<file path="config.mk">
export PLATFORM = sky130hd
export DESIGN_NAME = matmul_seq
export DESIGN_NICKNAME = d
export VERILOG_FILES = /design/src/rtl/matmul_pkg.sv /design/src/rtl/matmul_mac.sv /design/src/rtl/matmul_seq.sv
export SDC_FILE = /design/constraint.sdc
export NUM_CORES = 1
export LEC_CHECK = 0
export ABC_AREA = 1
export CORE_MARGIN = 3
export CORE_UTILIZATION = 31
export DETAILED_ROUTE_END_ITERATION = 10
export GPL_TIMING_DRIVEN = 0
export PLACE_DENSITY_LB_ADDON = 0.25
export SLEW_MARGIN = 25
export SYNTH_ARGS = -nofsm -noshare
export SYNTH_HDL_FRONTEND = slang
export SYNTH_HIERARCHICAL = 1
export SYNTH_SLANG_ARGS = --single-unit
</file>
<file path="constraint.sdc">
create_clock -name clk -period 5.4 [get_ports clk]
set_clock_uncertainty 0.05 [all_clocks]
set_input_delay 1.08 -clock clk [delete_from_list [all_inputs] [get_ports clk]]
set_output_delay 1.08 -clock clk [all_outputs]
set_load 0.05 [all_outputs]
</file>
<file path="src/rtl/matmul_pkg.sv">
// Shared definitions for the sequential matrix multiplier.
//   state_e    : controller states (idle, multiply-accumulate, completion pulse)
//   elem_off   : bit offset of element [i][j] in a row-major bus, [0][0] in the MSBs
//   acc_width  : accumulator width that can hold an N-term sum of DW x DW products
package matmul_pkg;

  typedef enum logic [1:0] {
    StIdle,
    StCalc,
    StDone
  } state_e;

  function automatic int unsigned elem_off(input int unsigned i, input int unsigned j,
                                           input int unsigned n, input int unsigned w);
    return (n * n - 1 - (i * n + j)) * w;
  endfunction

  function automatic int unsigned acc_width(input int unsigned dw, input int unsigned n);
    return 2 * dw + $clog2(n);
  endfunction

endpackage

</file>
<file path="src/rtl/matmul_mac.sv">
// Single multiply-accumulate lane with output reduction.
//   clk_i, rst_i : clock, synchronous active-high reset
//   clr_i        : clear the accumulator (new job)
//   en_i         : add a_i * b_i this cycle
//   last_i       : this is the final term of a dot product; accumulator restarts at 0
//   a_i, b_i     : unsigned operands
//   sat_i        : 1 = saturate to all-ones on overflow of OW bits, 0 = wrap
//   res_o        : reduced value of (acc + a_i * b_i), valid in the last_i cycle
module matmul_mac
  import matmul_pkg::*;
#(
  parameter int unsigned N  = 2,
  parameter int unsigned DW = 8,
  parameter int unsigned OW = 8
) (
  input  logic          clk_i,
  input  logic          rst_i,
  input  logic          clr_i,
  input  logic          en_i,
  input  logic          last_i,
  input  logic [DW-1:0] a_i,
  input  logic [DW-1:0] b_i,
  input  logic          sat_i,
  output logic [OW-1:0] res_o
);

  localparam int unsigned AW    = acc_width(DW, N);
  localparam int unsigned WideW = (AW > OW) ? AW : OW;

  logic [2*DW-1:0]  prod;
  logic [AW-1:0]    acc_q, acc_d, sum;
  logic [WideW-1:0] sum_w, sat_max;

  always_comb begin
    prod    = (2 * DW)'(a_i) * (2 * DW)'(b_i);
    sum     = acc_q + AW'(prod);
    sum_w   = WideW'(sum);
    sat_max = WideW'({OW{1'b1}});
    // Result is taken from the running sum including the current term, so the final
    // element is available in the same cycle it is accumulated.
    if (sat_i && (sum_w > sat_max)) begin
      res_o = '1;
    end else begin
      res_o = sum_w[OW-1:0];
    end

    acc_d = acc_q;
    if (clr_i) begin
      acc_d = '0;
    end else if (en_i) begin
      acc_d = last_i ? '0 : sum;
    end
  end

  always_ff @(posedge clk_i) begin
    if (rst_i) begin
      acc_q <= '0;
    end else begin
      acc_q <= acc_d;
    end
  end

endmodule

</file>
<file path="src/rtl/matmul_seq.sv">
// Sequential unsigned N x N matrix multiplier, one MAC per clock.
//   clk, rst          : clock, synchronous active-high reset
//   start             : request a multiply (accepted only when idle)
//   mode_sat          : 0 = wrap, 1 = saturate results to OW bits (captured with start)
//   a_flat, b_flat    : operand matrices, row-major, [0][0] in the MSBs (captured with start)
//   busy              : computation in progress
//   done              : one-cycle pulse, res_flat holds the new result in that cycle
//   res_flat          : result matrix, same packing, held between completions
module matmul_seq
  import matmul_pkg::*;
#(
  parameter int unsigned N  = 2,
  parameter int unsigned DW = 8,
  parameter int unsigned OW = 8
) (
  input  logic              clk,
  input  logic              rst,
  input  logic              start,
  input  logic              mode_sat,
  input  logic [N*N*DW-1:0] a_flat,
  input  logic [N*N*DW-1:0] b_flat,
  output logic              busy,
  output logic              done,
  output logic [N*N*OW-1:0] res_flat
);

  localparam int unsigned IW = $clog2(N);
  localparam logic [IW-1:0] IdxLast = IW'(N - 1);

  state_e            state_q, state_d;
  logic [IW-1:0]     i_q, i_d, j_q, j_d, k_q, k_d;
  logic [N*N*DW-1:0] a_q, a_d, b_q, b_d;
  logic              sat_q, sat_d;
  logic [N*N*OW-1:0] shadow_q, shadow_d, res_q, res_d;

  logic              mac_clr, mac_en, mac_last;
  logic [DW-1:0]     a_elem, b_elem;
  logic [OW-1:0]     mac_res;

  always_comb begin
    a_elem = a_q[elem_off(32'(i_q), 32'(k_q), N, DW) +: DW];
    b_elem = b_q[elem_off(32'(k_q), 32'(j_q), N, DW) +: DW];
  end

  always_comb begin
    state_d  = state_q;
    i_d      = i_q;
    j_d      = j_q;
    k_d      = k_q;
    a_d      = a_q;
    b_d      = b_q;
    sat_d    = sat_q;
    shadow_d = shadow_q;
    res_d    = res_q;
    mac_clr  = 1'b0;
    mac_en   = 1'b0;
    mac_last = 1'b0;

    case (state_q)
      StIdle: begin
        if (start) begin
          a_d     = a_flat;
          b_d     = b_flat;
          sat_d   = mode_sat;
          i_d     = '0;
          j_d     = '0;
          k_d     = '0;
          mac_clr = 1'b1;
          state_d = StCalc;
        end
      end
      StCalc: begin
        mac_en = 1'b1;
        if (k_q == IdxLast) begin
          mac_last = 1'b1;
          shadow_d[elem_off(32'(i_q), 32'(j_q), N, OW) +: OW] = mac_res;
          k_d = '0;
          if (j_q == IdxLast) begin
            j_d = '0;
            if (i_q == IdxLast) begin
              i_d     = '0;
              state_d = StDone;
              // Load the output on entry to DONE so it is visible during the done pulse.
              res_d   = shadow_d;
            end else begin
              i_d = i_q + 1'b1;
            end
          end else begin
            j_d = j_q + 1'b1;
          end
        end else begin
          k_d = k_q + 1'b1;
        end
      end
      StDone: begin
        state_d = StIdle;
      end
      default: begin
        state_d = StIdle;
      end
    endcase
  end

  always_ff @(posedge clk) begin
    if (rst) begin
      state_q  <= StIdle;
      i_q      <= '0;
      j_q      <= '0;
      k_q      <= '0;
      a_q      <= '0;
      b_q      <= '0;
      sat_q    <= 1'b0;
      shadow_q <= '0;
      res_q    <= '0;
    end else begin
      state_q  <= state_d;
      i_q      <= i_d;
      j_q      <= j_d;
      k_q      <= k_d;
      a_q      <= a_d;
      b_q      <= b_d;
      sat_q    <= sat_d;
      shadow_q <= shadow_d;
      res_q    <= res_d;
    end
  end

  matmul_mac #(
    .N  (N),
    .DW (DW),
    .OW (OW)
  ) u_mac (
    .clk_i  (clk),
    .rst_i  (rst),
    .clr_i  (mac_clr),
    .en_i   (mac_en),
    .last_i (mac_last),
    .a_i    (a_elem),
    .b_i    (b_elem),
    .sat_i  (sat_q),
    .res_o  (mac_res)
  );

  assign busy     = (state_q == StCalc);
  assign done     = (state_q == StDone);
  assign res_flat = res_q;

endmodule

</file>
After elaboration in Yosys (flattened, before gate mapping)

Index checks and enable logic that the tools add are counted.

$add $sub $neg: 11
Multiply operators: 1
Divide/modulo/power cells: 0
Magnitude comparators: 1
Equal/unequal tests: 6
Shift operators: 4
Mux-type cells: 23
Bitwise logic cells: 0
Reduce and logical (&&, ||, !) cells: 11

Operators with widths:

| cell                    | count |
|---|---|
| $shiftx 32x33->8        | 2 |
| $neg 32->34             | 1 |
| $shift 8x34->32 const A | 1 |
| $shiftx 8x34->32        | 1 |
| $bwmux 32               | 1 |
| $add 17x16->17          | 1 |
| $gt 17x8->1 const B     | 1 |
| $mux 17                 | 1 |
| $mul 8x8->16            | 1 |
| $mux 1                  | 12 |
| $reduce_and 4->1        | 3 |
| $sub 2x3->4 const A     | 3 |
| $add 2x1->3             | 3 |
| $mux 2                  | 4 |
| $mux 8                  | 1 |
| $ne 2x1->1 const B      | 3 |
| $pmux 1 s2              | 3 |
| $reduce_and 2->1        | 3 |
| $pmux 2 s2              | 1 |
| $add 1x1->1 const B     | 3 |
| $reduce_and 3->1        | 1 |
| $eq 2x1->1 const B      | 1 |
| $eq 2x2->1 const B      | 1 |
| $logic_not 2->1         | 1 |
| 4 further kinds         | 4 |

Bits in registers: 151
Bits in latches: 0
Bits in writable memories: 0
Bits in read-only memories: 0
Bits of input ports: 68
Output and inout port bits: 34
Word-level logic and storage cells: 67
Memories kept: 0

Longest topological paths before layout

Gate-level depths: netlist of the first run.

Depth in word-level cells: 10
Gate-level depth with buffers: 35
Gate-level depth less buffers: 31

Cells and area by module

Netlist of the first run, hierarchy kept.

By module, submodules not included:

| module     | instances | cells each | area an instance (um^2) | sequential area each (um^2) |
|---|---|---|---|---|
| matmul_seq | 1         | 879        | 5884.4                  | 2682.6 |
| matmul_mac | 1         | 511        | 3500.9                  | 340.3 |

Least setup slack after synthesis of the first run

OpenSTA, ideal clock, no wires.

Path type: reg2reg
Start: register j_q
End: register res_q[19], in the netlist res_flat[19]
Arrival: 5381 ps
Required time: 5237 ps
Path slack: -144 ps
Stages on the path, launching flop included: 33
Buffers on the path: 4
Clock period less this slack: 5544 ps
Cell sequence: dfxtp_1 buf_4 clkinv_1 buf_2 buf_2 nor2_1 o22ai_1 clkbuf_1 nand2_1 fa_1 inv_1 fa_1 fa_1 inv_1 fa_1 inv_1 ha_1 nand2_1 inv_1 a21oi_1 nand3_1 nand2_1 nand2_1 nor2_2 nand3_2 o21bai_4 nand2_1 inv_1 nor2_1 nand3_1 nand2_1 nor2_1 nor2_1

Word-level cells in the longest chain between the ends: 10
Elaborated cells between the ends (all ways): 15
Classes of those cells: add/sub (6); mul (1); order compare (1); shift (3); mux (2); reduce/logical (2)

RTL lines:

| element                  | line              | text |
|---|---|---|
| start: declaration       | matmul_seq.sv:31  | `logic [IW-1:0] i_q, i_d, j_q, j_d, k_q, k_d;` |
| start signal: assignment | matmul_seq.sv:118 | `j_q <= j_d;` |
| $add 2x1->3              | matmul_pkg.sv:15  | `return (n * n - 1 - (i * n + j)) * w;` |
| $sub 2x3->4              | matmul_pkg.sv:15  |  |
| $shiftx 32x33->8         | matmul_seq.sv:42  | `b_elem = b_q[elem_off(32'(k_q), 32'(j_q), N, DW) +: DW];` |
| via b_elem[4]            | matmul_seq.sv:37  | `logic [DW-1:0] a_elem, b_elem;` |
| $mul 8x8->16             | matmul_mac.sv:35  | `prod = (2 * DW)'(a_i) * (2 * DW)'(b_i);` |
| $add 17x16->17           | matmul_mac.sv:36  | `sum = acc_q + AW'(prod);` |
| $gt 17x8->1              | matmul_mac.sv:41  | `if (sat_i && (sum_w > sat_max)) begin` |
| $logic_and 1x1->1        | matmul_mac.sv:41  |  |
| $mux 8                   | matmul_mac.sv:41  |  |
| via mac_res[3]           | matmul_seq.sv:38  | `logic [OW-1:0] mac_res;` |
| $shiftx 8x34->32         | matmul_seq.sv:76  | `shadow_d[elem_off(32'(i_q), 32'(j_q), N, OW) +: OW] = mac_res;` |
| $bwmux 32                | matmul_seq.sv:76  |  |
| end signal: assignment   | matmul_seq.sv:124 | `res_q <= res_d;` |
| end: declaration         | matmul_seq.sv:34  | `logic [N*N*OW-1:0] shadow_q, shadow_d, res_q, res_d;` |

The timed path passes the listed nets, and every way through them passes these cells.
A chain may end at the register's enable or synchronous reset.

Worst setup path in the final report of the first run

Start: register k_q
End: register res_q[15], in the netlist res_flat[15]

Word-level cells in the longest chain between the ends: 10
Elaborated cells between the ends (all ways): 14
Classes of those cells: add/sub (5); mul (1); order compare (1); shift (3); mux (2); reduce/logical (2)

RTL lines:

| element                  | line              | text |
|---|---|---|
| start: declaration       | matmul_seq.sv:31  |  |
| start signal: assignment | matmul_seq.sv:119 | `k_q <= k_d;` |
| $add 2x1->3 *            | matmul_pkg.sv:15  |  |
| $sub 2x3->4 *            | matmul_pkg.sv:15  |  |
| $shiftx 32x33->8 *       | matmul_seq.sv:42  |  |
| via b_elem[4]            | matmul_seq.sv:37  |  |
| $mul 8x8->16 *           | matmul_mac.sv:35  |  |
| $add 17x16->17 *         | matmul_mac.sv:36  |  |
| $gt 17x8->1              | matmul_mac.sv:41  |  |
| $logic_and 1x1->1        | matmul_mac.sv:41  |  |
| $mux 8 *                 | matmul_mac.sv:41  |  |
| via mac_res[7]           | matmul_seq.sv:38  |  |
| $shiftx 8x34->32 *       | matmul_seq.sv:76  |  |
| $bwmux 32 *              | matmul_seq.sv:76  |  |

The timed path passes the listed nets; every way through them passes the cells marked *.

==> results.toml, run 1 <==
[final_layout]
mostFrequentLayoutCell = "nand2_1"
final_cell_mix = "nand2_1 (296), nor2_1 (235), inv_1 (179)"
layout-drive-gt1-share_pct = 19.2
nets = 1722
diodes = 0
syn_to_final_growth_pct = 37.9
post-route-util_pct = 43.5
fillers = 3011

[placed_design]
place_ws_ps = -1120
numPortBuffers = 101
place.detailed.hpwl_um = 19900
gp_congestion = 0.834

[grt]
antenna_found_initial = 0
grt_use_total_pct = 16.6
grt_pass1_wl_um = 44400
grt_overflow = 0
grt_pass1_vias = 8879
grt_max_degree = 19

[critical_path]
critical_path_required_ps = 5680
path_class = "flop to flop"
cp.arrival_ps = 5740
cpPeakStageDelay_ps = 560
end_kind = "flop"
cp-start-kind = "flop"
critPathMaxFanout = 8
slowest_stage = "fa_2"
r2r_start = "k_q"
cp_common_cell = "nand2_2"
startpoint = "k_q"

[clock_tree]
tritoncts = "done"
clock_sinks = 151
clock_latency_ps = 440
clk_pin_slew_ps = 80
htreeDepth = 4
hold_buffers = 0
numCtsBuffers = 17
root_buffer = "clkbuf_16"
clockBufferDepth = 2

[pwr]
p_leak_nw = 6.33
ir_drop_mv = 0.241
p_per_area_nw_per_um2 = 366

[logic_synthesis]
yosysSeqAreaShare_pct = 32.2
netlist.top_cell.by_area = "dfxtp_1"
yosys_warnings = 6
synth_cells = 1390
syn-cell-area_um2 = 9390
yosys.area.top_type_share_pct = 32.2
synth_area_per_cell_um2 = 6.75
ys_top_cells_by_area = "dfxtp_1 (32%), nand2_1 (14%), fa_1 (11%)"
ys_seq_elements = 151
synth.net_count = 1551
synth.distinct_cells = 33

[timing]
fin_ws_ps = -57.1
hold_viol = 0
min_period_ps = 5460
finalMaxSlewViolations = 0
rsz0062_at_grt = "yes"
fin_crit_sh_pct = 101
final-setup-viol-count = 20
setup_tns_ps = -543
tightest_slew_ps = 586
slew_headroom_pct = 60.9
fmax_mhz = 183

[job]
maxCapViolCount = 0

[routing]
drcViolationCount = 0
via_per_inst = 4.63
drt-pass1-iter-count = 5
drt-initial-drc-count = 497
wirelength_um = 27500
ant_nets = 0
drt-wirelength-per-cell_um = 14.0
vias = 9089

[floorplan]
die_h_um = 180
initial_core_util_pct = 31.6
die_w_um = 180
rows = 63
core_um2 = 29700
die_area_um2 = 32400
ios = 102

[status]
status = "finished, violations left"
failed_checks = "setup timing"

[min_path]
min_path_type = "flop to flop"
min-delay-start = "u_mac/acc_q[7]"
-- area by class of cell --
| cell class | instances | area, um2 | area share (%) |
|---|---|---|---|
| plain buffers | 71 | 520 | 4.02 |
| clock buffers | 17 | 425 | 3.29 |
| clock inverters | 15 | 179 | 1.38 |
| inverters | 203 | 792 | 6.12 |
| multi-input cells | 963 | 5960 | 46.1 |
| flip-flops and latches | 151 | 3030 | 23.4 |
| well taps | 390 | 488 | 3.77 |
| repair buffers | 154 | 1540 | 11.9 |
-- flip-flops by register name (all words and copies together), names as in the netlist --
| signal | flops |
|---|---|
| res_flat | 32 |
| shadow_q | 32 |
| b_q | 32 |
| state_q | 2 |
| a_q | 32 |
| k_q | 1 |
| sat_q | 1 |
| u_mac/acc_q | 17 |
| i_q | 1 |
| j_q | 1 |
-- power by group --
group | internal, mW | switching (mW)
sequential | 1.18 | 0.0404
combinational | 0.957 | 1.31
clock | 0.628 | 0.616
total | 2.76 | 1.97
-- synth_stat cells (all sizes together) --
cell type / n
nand2: 349
buf: 28
xnor2: 1
fa: 50
xor2: 3
a31oi: 1
clkbuf: 45
ha: 43
dfxtp: 151
nor2: 259
o22ai: 16
o21ai: 116
o21bai: 1
nand3: 74
clkinv: 4
a21oi: 27
nor3: 1
nand3b: 4
inv: 199
nand4: 12
a21o: 1
and2: 2
or2: 3
-- per-layer routing --
| metal | track usage (%) | up-vias | part of all wire, % |
|---|---|---|---|
| met5 | 0 | - | 0 |
| met4 | 4.21 | 0 | 2.0 |
| met3 | 2.55 | 44 | 3.4 |
| met2 | 28.5 | 198 | 47 |
| met1 | 22.0 | 4238 | 47 |
| li1 | - | 4609 | - |
-- metrics by stage --
stage | power (mW) | hold slack [ps] | cell area [um2] | instances
5_1_grt | 5.02 | 440 | 12900 | 1964
3_5_place_dp | 2.72 | 410 | 10900 | 1881
3_3_place_gp | 2.70 | 404 | 10900 | 1881
2_1_floorplan | 2.32 | 395 | 9400 | 1390
4_1_cts | 4.45 | 421 | 12400 | 1949
6_report | 4.73 | 422 | 12900 | 1964
-- worst max-delay path: cells and delay by family (launching register included) --
| kind | cells | cell delay [ps] |
|---|---|---|
| adders and majority gates | 5 | 2350 |
| and+or+nand+nor | 14 | 1240 |
| buffers and inverters | 9 | 910 |
| AOI/OAI and AO/OA | 4 | 440 |
| DFF | 1 | 340 |
-- repair_timing --
action,in CTS,in global routing
pin swaps,50,75
setup buffers,35,15
gates cloned,2,2
resized for setup,173,141
endpoints found under the setup margin,71,65
-- cells by family after synthesis --
group | count (synthesis) | synth area share, %
fa+ha+maj | 93 | 16.4
buf+inv | 276 | 11.6
xor+xnor | 4 | 0.373
flops | 151 | 32.2
compound gates | 162 | 9.04
simple gates | 704 | 30.4
-- final timing paths --
check,to,slack [ps],cells past startpoint
worst max-delay path,res_flat[15],-60,32
worst min-delay path,u_mac/acc_q[7],420,2
worst max register to register,res_flat[15],-60,32
worst min register to register,u_mac/acc_q[7],420,2
(Power assumes the default switching activity.)
==> run 2: changes to the inputs <==
- clock period: 5.4 -> 6.85 ns (I/O delays scaled with it)
==> run 2 against run 1 <==
Effect of this change: the flow now finishes without violations; design area fell by 11%; setup slack better by 530 ps; flip-flop and latch count is the same; final cell count is 2.6% lower; via count down 6.0%; first-iteration DRC count is 11% higher; combinational power is 48% lower; core utilization down 4.9 points; non-clock buffer count fell by 51; clock power shrank 23%; largest cell class unchanged; largest power group unchanged; highest routed layer unchanged.
==> results.toml, run 2 (synthesis results as in run 1) <==
[final_layout]
final_cells = 1913
nets = 1671
final_cell_mix = "nand2_1 (345), nor2_1 (251), inv_1 (196)"
diodes = 0
final_cell_area_um2 = 11500
post-route-util_pct = 38.7
layout-drive-gt1-share_pct = 6.04
syn_to_final_growth_pct = 22.5
mostFrequentLayoutCell = "nand2_1"

[routing]
drt-initial-drc-count = 551
vias = 8543
drt-pass1-iter-count = 5
wirelength_um = 25000
drcViolationCount = 0
via_per_inst = 4.47
ant_nets = 0
drt-wirelength-per-cell_um = 13.0

[placed_design]
dp_cells = 1881
numPortBuffers = 101
postPlaceCellArea_um2 = 10900
place_ws_ps = 171
place.detailed.hpwl_um = 19800
gp_congestion = 0.831

[clock_tree]
clockBufferDepth = 2
cts_setup_buffers = 0
clock_latency_ps = 440
htreeDepth = 4
numCtsBuffers = 17
tritoncts = "done"
clk_pin_slew_ps = 70
root_buffer = "clkbuf_16"
clock_sinks = 151

[timing]
fin_crit_sh_pct = 93.0
min_period_ps = 6370
hold_viol = 0
tightest_slew_ps = 587
whs_ps = 416
slew_headroom_pct = 60.9
fmax_mhz = 157
finalMaxSlewViolations = 0
final-setup-viol-count = 0
fin_ws_ps = 476
rsz0062_at_grt = "no"
setup_tns_ps = 0

[grt]
grt_pass1_wl_um = 42000
grt_max_degree = 17
antenna_found_initial = 0
grt_use_total_pct = 15.7
grt_overflow = 0
grt_pass1_vias = 8469

[pwr]
p_per_area_nw_per_um2 = 268
p_leak_nw = 5.77
p_total_mw = 3.08
ir_drop_mv = 0.236

[critical_path]
end_kind = "flop"
cp.arrival_ps = 6650
slowest_stage = "fa_1"
cp_common_cell = "nand2_1"
cp-start-kind = "flop"
cpPeakStageDelay_ps = 560
critical_path_required_ps = 7130
path_class = "flop to flop"
critPathMaxFanout = 11

[min_path]
min_path_type = "flop to flop"

[floorplan]
die_w_um = 180
initial_core_util_pct = 31.6
core_um2 = 29700
rows = 63
die_h_um = 180
die_area_um2 = 32400
ios = 102

[status]
status = "complete, no violations"

[job]
maxCapViolCount = 0
## run 2: changes by cell type in the layout (fill, tap and decap cells not counted), sizes merged
cell | previous run | this run
clkbuf | 45 | 64
inv | 205 | 208
bufinv | 0 | 1
clkinvlp | 2 | 4
buf | 95 | 27
bufbuf | 1 | 0
clkinv | 11 | 4
## run 2: power by group
part           total, mW  internal [mW]  switching (mW)  leakage, nW
combinational       1.17          0.416           0.753         4.25
clock              0.957          0.520           0.438        0.283
sequential         0.955          0.926          0.0285         1.23
total               3.08           1.86            1.22         5.77
## run 2: area by class of cell
| class | count | area (um2) |
|---|---|---|
| Buffer | 73 | 349 |
| Clock buffer | 18 | 429 |
| Clock inverter | 14 | 156 |
| Fill cell | 3168 | 18200 |
| Inverter | 203 | 769 |
| Multi-Input combinational cell | 963 | 5270 |
| Sequential cell | 151 | 3020 |
| Tap cell | 390 | 488 |
| Timing Repair Buffer | 101 | 1010 |
## run 2: worst paths after layout
path,startpoint,to,slack [ps],depth (start not counted)
max,j_q,res_flat[13],480,31
min,u_mac/acc_q[13],u_mac/acc_q[13],420,2
max reg2reg,j_q,res_flat[13],480,31
min reg2reg,u_mac/acc_q[13],u_mac/acc_q[13],420,2
## run 2: worst max-delay path: cells and delay by family (launching register included)
kind            cells  cell delay [ps]
fa+ha+maj           5             2430
buf+inv             8             1250
simple gates       15             1620
flops               1              390
compound gates      3              520
## run 2: metal layers
metal	up-vias	GRT usage, %	wire (um)
met5	-	0	0
met4	0	4.02	314
met3	25	2.61	971
met2	168	25.8	11400
met1	3850	21.4	12300
li1	4500	-	-
## run 2: repair_timing
item,4_1_cts,5_1_grt
hold buffers,0,0
resized for setup,0,31
endpoints found under the setup margin,0,64
==> run 3: changes to the inputs <==
- REMOVE_ABC_BUFFERS: default -> 1
==> run 3 against run 2 <==
Effect of this change: count of clock-buffer cells in the layout decreased by 1; sequential share of layout area up 0.59 points; wire length down 8.9%; non-clock buffer count shrank 71; global-route usage decreased by 1.7 points; worst hold slack gained 3.3 ps; total power is 0.86% lower; core utilization fell by 0.77 points; setup slack improved by 18 ps; clock power rose by 1%; final cell count fell by 3.7%; die area unchanged; critical endpoint is now res_flat[23]; highest routed layer unchanged.
==> results.toml, run 3 (synthesis results as in run 1) <==
[clock_tree]
clockBufferDepth = 2
htreeDepth = 4
numCtsBuffers = 17
hold_buffers = 0
clock_latency_ps = 420
tritoncts = "done"
root_buffer = "clkbuf_16"
clk_pin_slew_ps = 60
clock_sinks = 151
cts_setup_buffers = 0

[pwr]
ir_drop_mv = 0.191
p_comb_share_pct = 36.6
swShare_pct = 37.9
seqPwrFrac_pct = 31.7
p_clk_share_pct = 31.8
p_int_mw = 1.90
p_total_mw = 3.05
p_per_area_nw_per_um2 = 271
p_leak_nw = 5.60
switching_power_mw = 1.16

[timing]
finalMaxSlewViolations = 0
tightest_slew_ps = 872
final-setup-viol-count = 0
setup_tns_ps = 0
fin_crit_sh_pct = 92.8
hold_viol = 0
whs_ps = 419
min_period_ps = 6360
fmax_mhz = 157
fin_ws_ps = 494
rsz0062_at_grt = "no"
slew_headroom_pct = 41.9

[final_layout]
nets = 1601
fillers = 3149
syn_to_final_growth_pct = 20.1
diodes = 0
layout-drive-gt1-share_pct = 4.55
final_cell_mix = "nand2_1 (344), nor2_1 (251), inv_1 (194)"
mostFrequentLayoutCell = "nand2_1"

[critical_path]
reg2reg_slack_ps = 490
cp_common_cell = "nand2_1"
slowest_stage = "o22ai_1"
cp.arrival_ps = 6630
cpPeakStageDelay_ps = 590
cp-start-kind = "flop"
crit_buf_inv = 5
end_kind = "flop"
path_class = "flop to flop"
crit_family = "adder cells"
critical_path_required_ps = 7120
critPathMaxFanout = 30

[routing]
drcViolationCount = 0
drt-pass1-iter-count = 5
vias = 8268
drt-initial-drc-count = 492
drt-wirelength-per-cell_um = 12.3
wirelength_um = 22700
ant_nets = 0
via_per_inst = 4.49

[placed_design]
place_ws_ps = -306
numPortBuffers = 101
gp_congestion = 0.817
place.detailed.hpwl_um = 16300

[floorplan]
die_w_um = 180
initial_core_util_pct = 31.6
ios = 102
rows = 63
core_um2 = 29700
die_area_um2 = 32400
die_h_um = 180

[grt]
grt_use_total_pct = 13.9
grt_pass1_wl_um = 37900
grt_overflow = 0
grt_pass1_vias = 7821
antenna_found_initial = 0
grt_max_degree = 69

[min_path]
min_path_type = "flop to flop"

[job]
maxCapViolCount = 0

[status]
status = "complete, no violations"
==> run 3: power by group through the flow <==
stage | logic, mW | clock network [mW] | registers, mW
5_1_grt | 1.30 | 1.03 | 0.975
3_5_place_dp | 1.12 | 0 | 0.985
6_report | 1.12 | 0.971 | 0.967
3_3_place_gp | 1.11 | 0 | 0.983
4_1_cts | 1.13 | 0.993 | 0.966
2_1_floorplan | 0.830 | 0 | 0.974
==> run 3: final timing paths <==
| kind | from | end | cells after the start |
|---|---|---|---|
| setup / recovery | j_q | res_flat[23] | 29 |
| hold / removal | shadow_q[18] | shadow_q[18] | 2 |
| setup reg to reg | j_q | res_flat[23] | 29 |
| hold reg to reg | shadow_q[18] | shadow_q[18] | 2 |
==> run 3: what timing repair did <==
| item | CTS | global route |
|---|---|---|
| endpoints found under the setup margin | 64 | 64 |
| resized for setup | 2 | 8 |
| cloned | 0 | 1 |
==> run 3: area by class of cell <==
type                            count  area [um2]  share of cell area (%)
Timing Repair Buffer              103        1060                    9.39
Timing Repair inverter              1        7.51                  0.0666
Multi-Input combinational cell    963        5310                    47.1
Clock buffer                       17         425                    3.78
Tap cell                          390         488                    4.33
Sequential cell                   151        3030                    26.9
Inverter                          203         779                    6.92
Clock inverter                     14         173                    1.53
==> run 3: metal layers <==
metal | track usage [%] | wire length (um) | share of wire [%]
met5 | 0 | 0 | 0
met3 | 2.57 | 984 | 4.3
met2 | 22.5 | 10200 | 45
met1 | 19.2 | 11400 | 50
met4 | 3.65 | 189 | 0.83
==> run 3: stage by stage <==
step	area [um2]	std cells	utilization, %
after floorplan	9060	1317	-
after global placement	10600	1808	35.5
after detailed placement	10600	1810	35.8
after CTS	11200	1841	37.8
after global routing	11300	1842	37.9
final	11300	1842	37.9
==> run 3: worst reg2reg max path: cells and delay by family, from the launching register on <==
kind                       cells  cell delay (ps)
buffers and inverters          5              620
adders and majority gates      5             2480
and+or+nand+nor               16             1630
AOI/OAI and AO/OA              3              950
DFF                            1              530
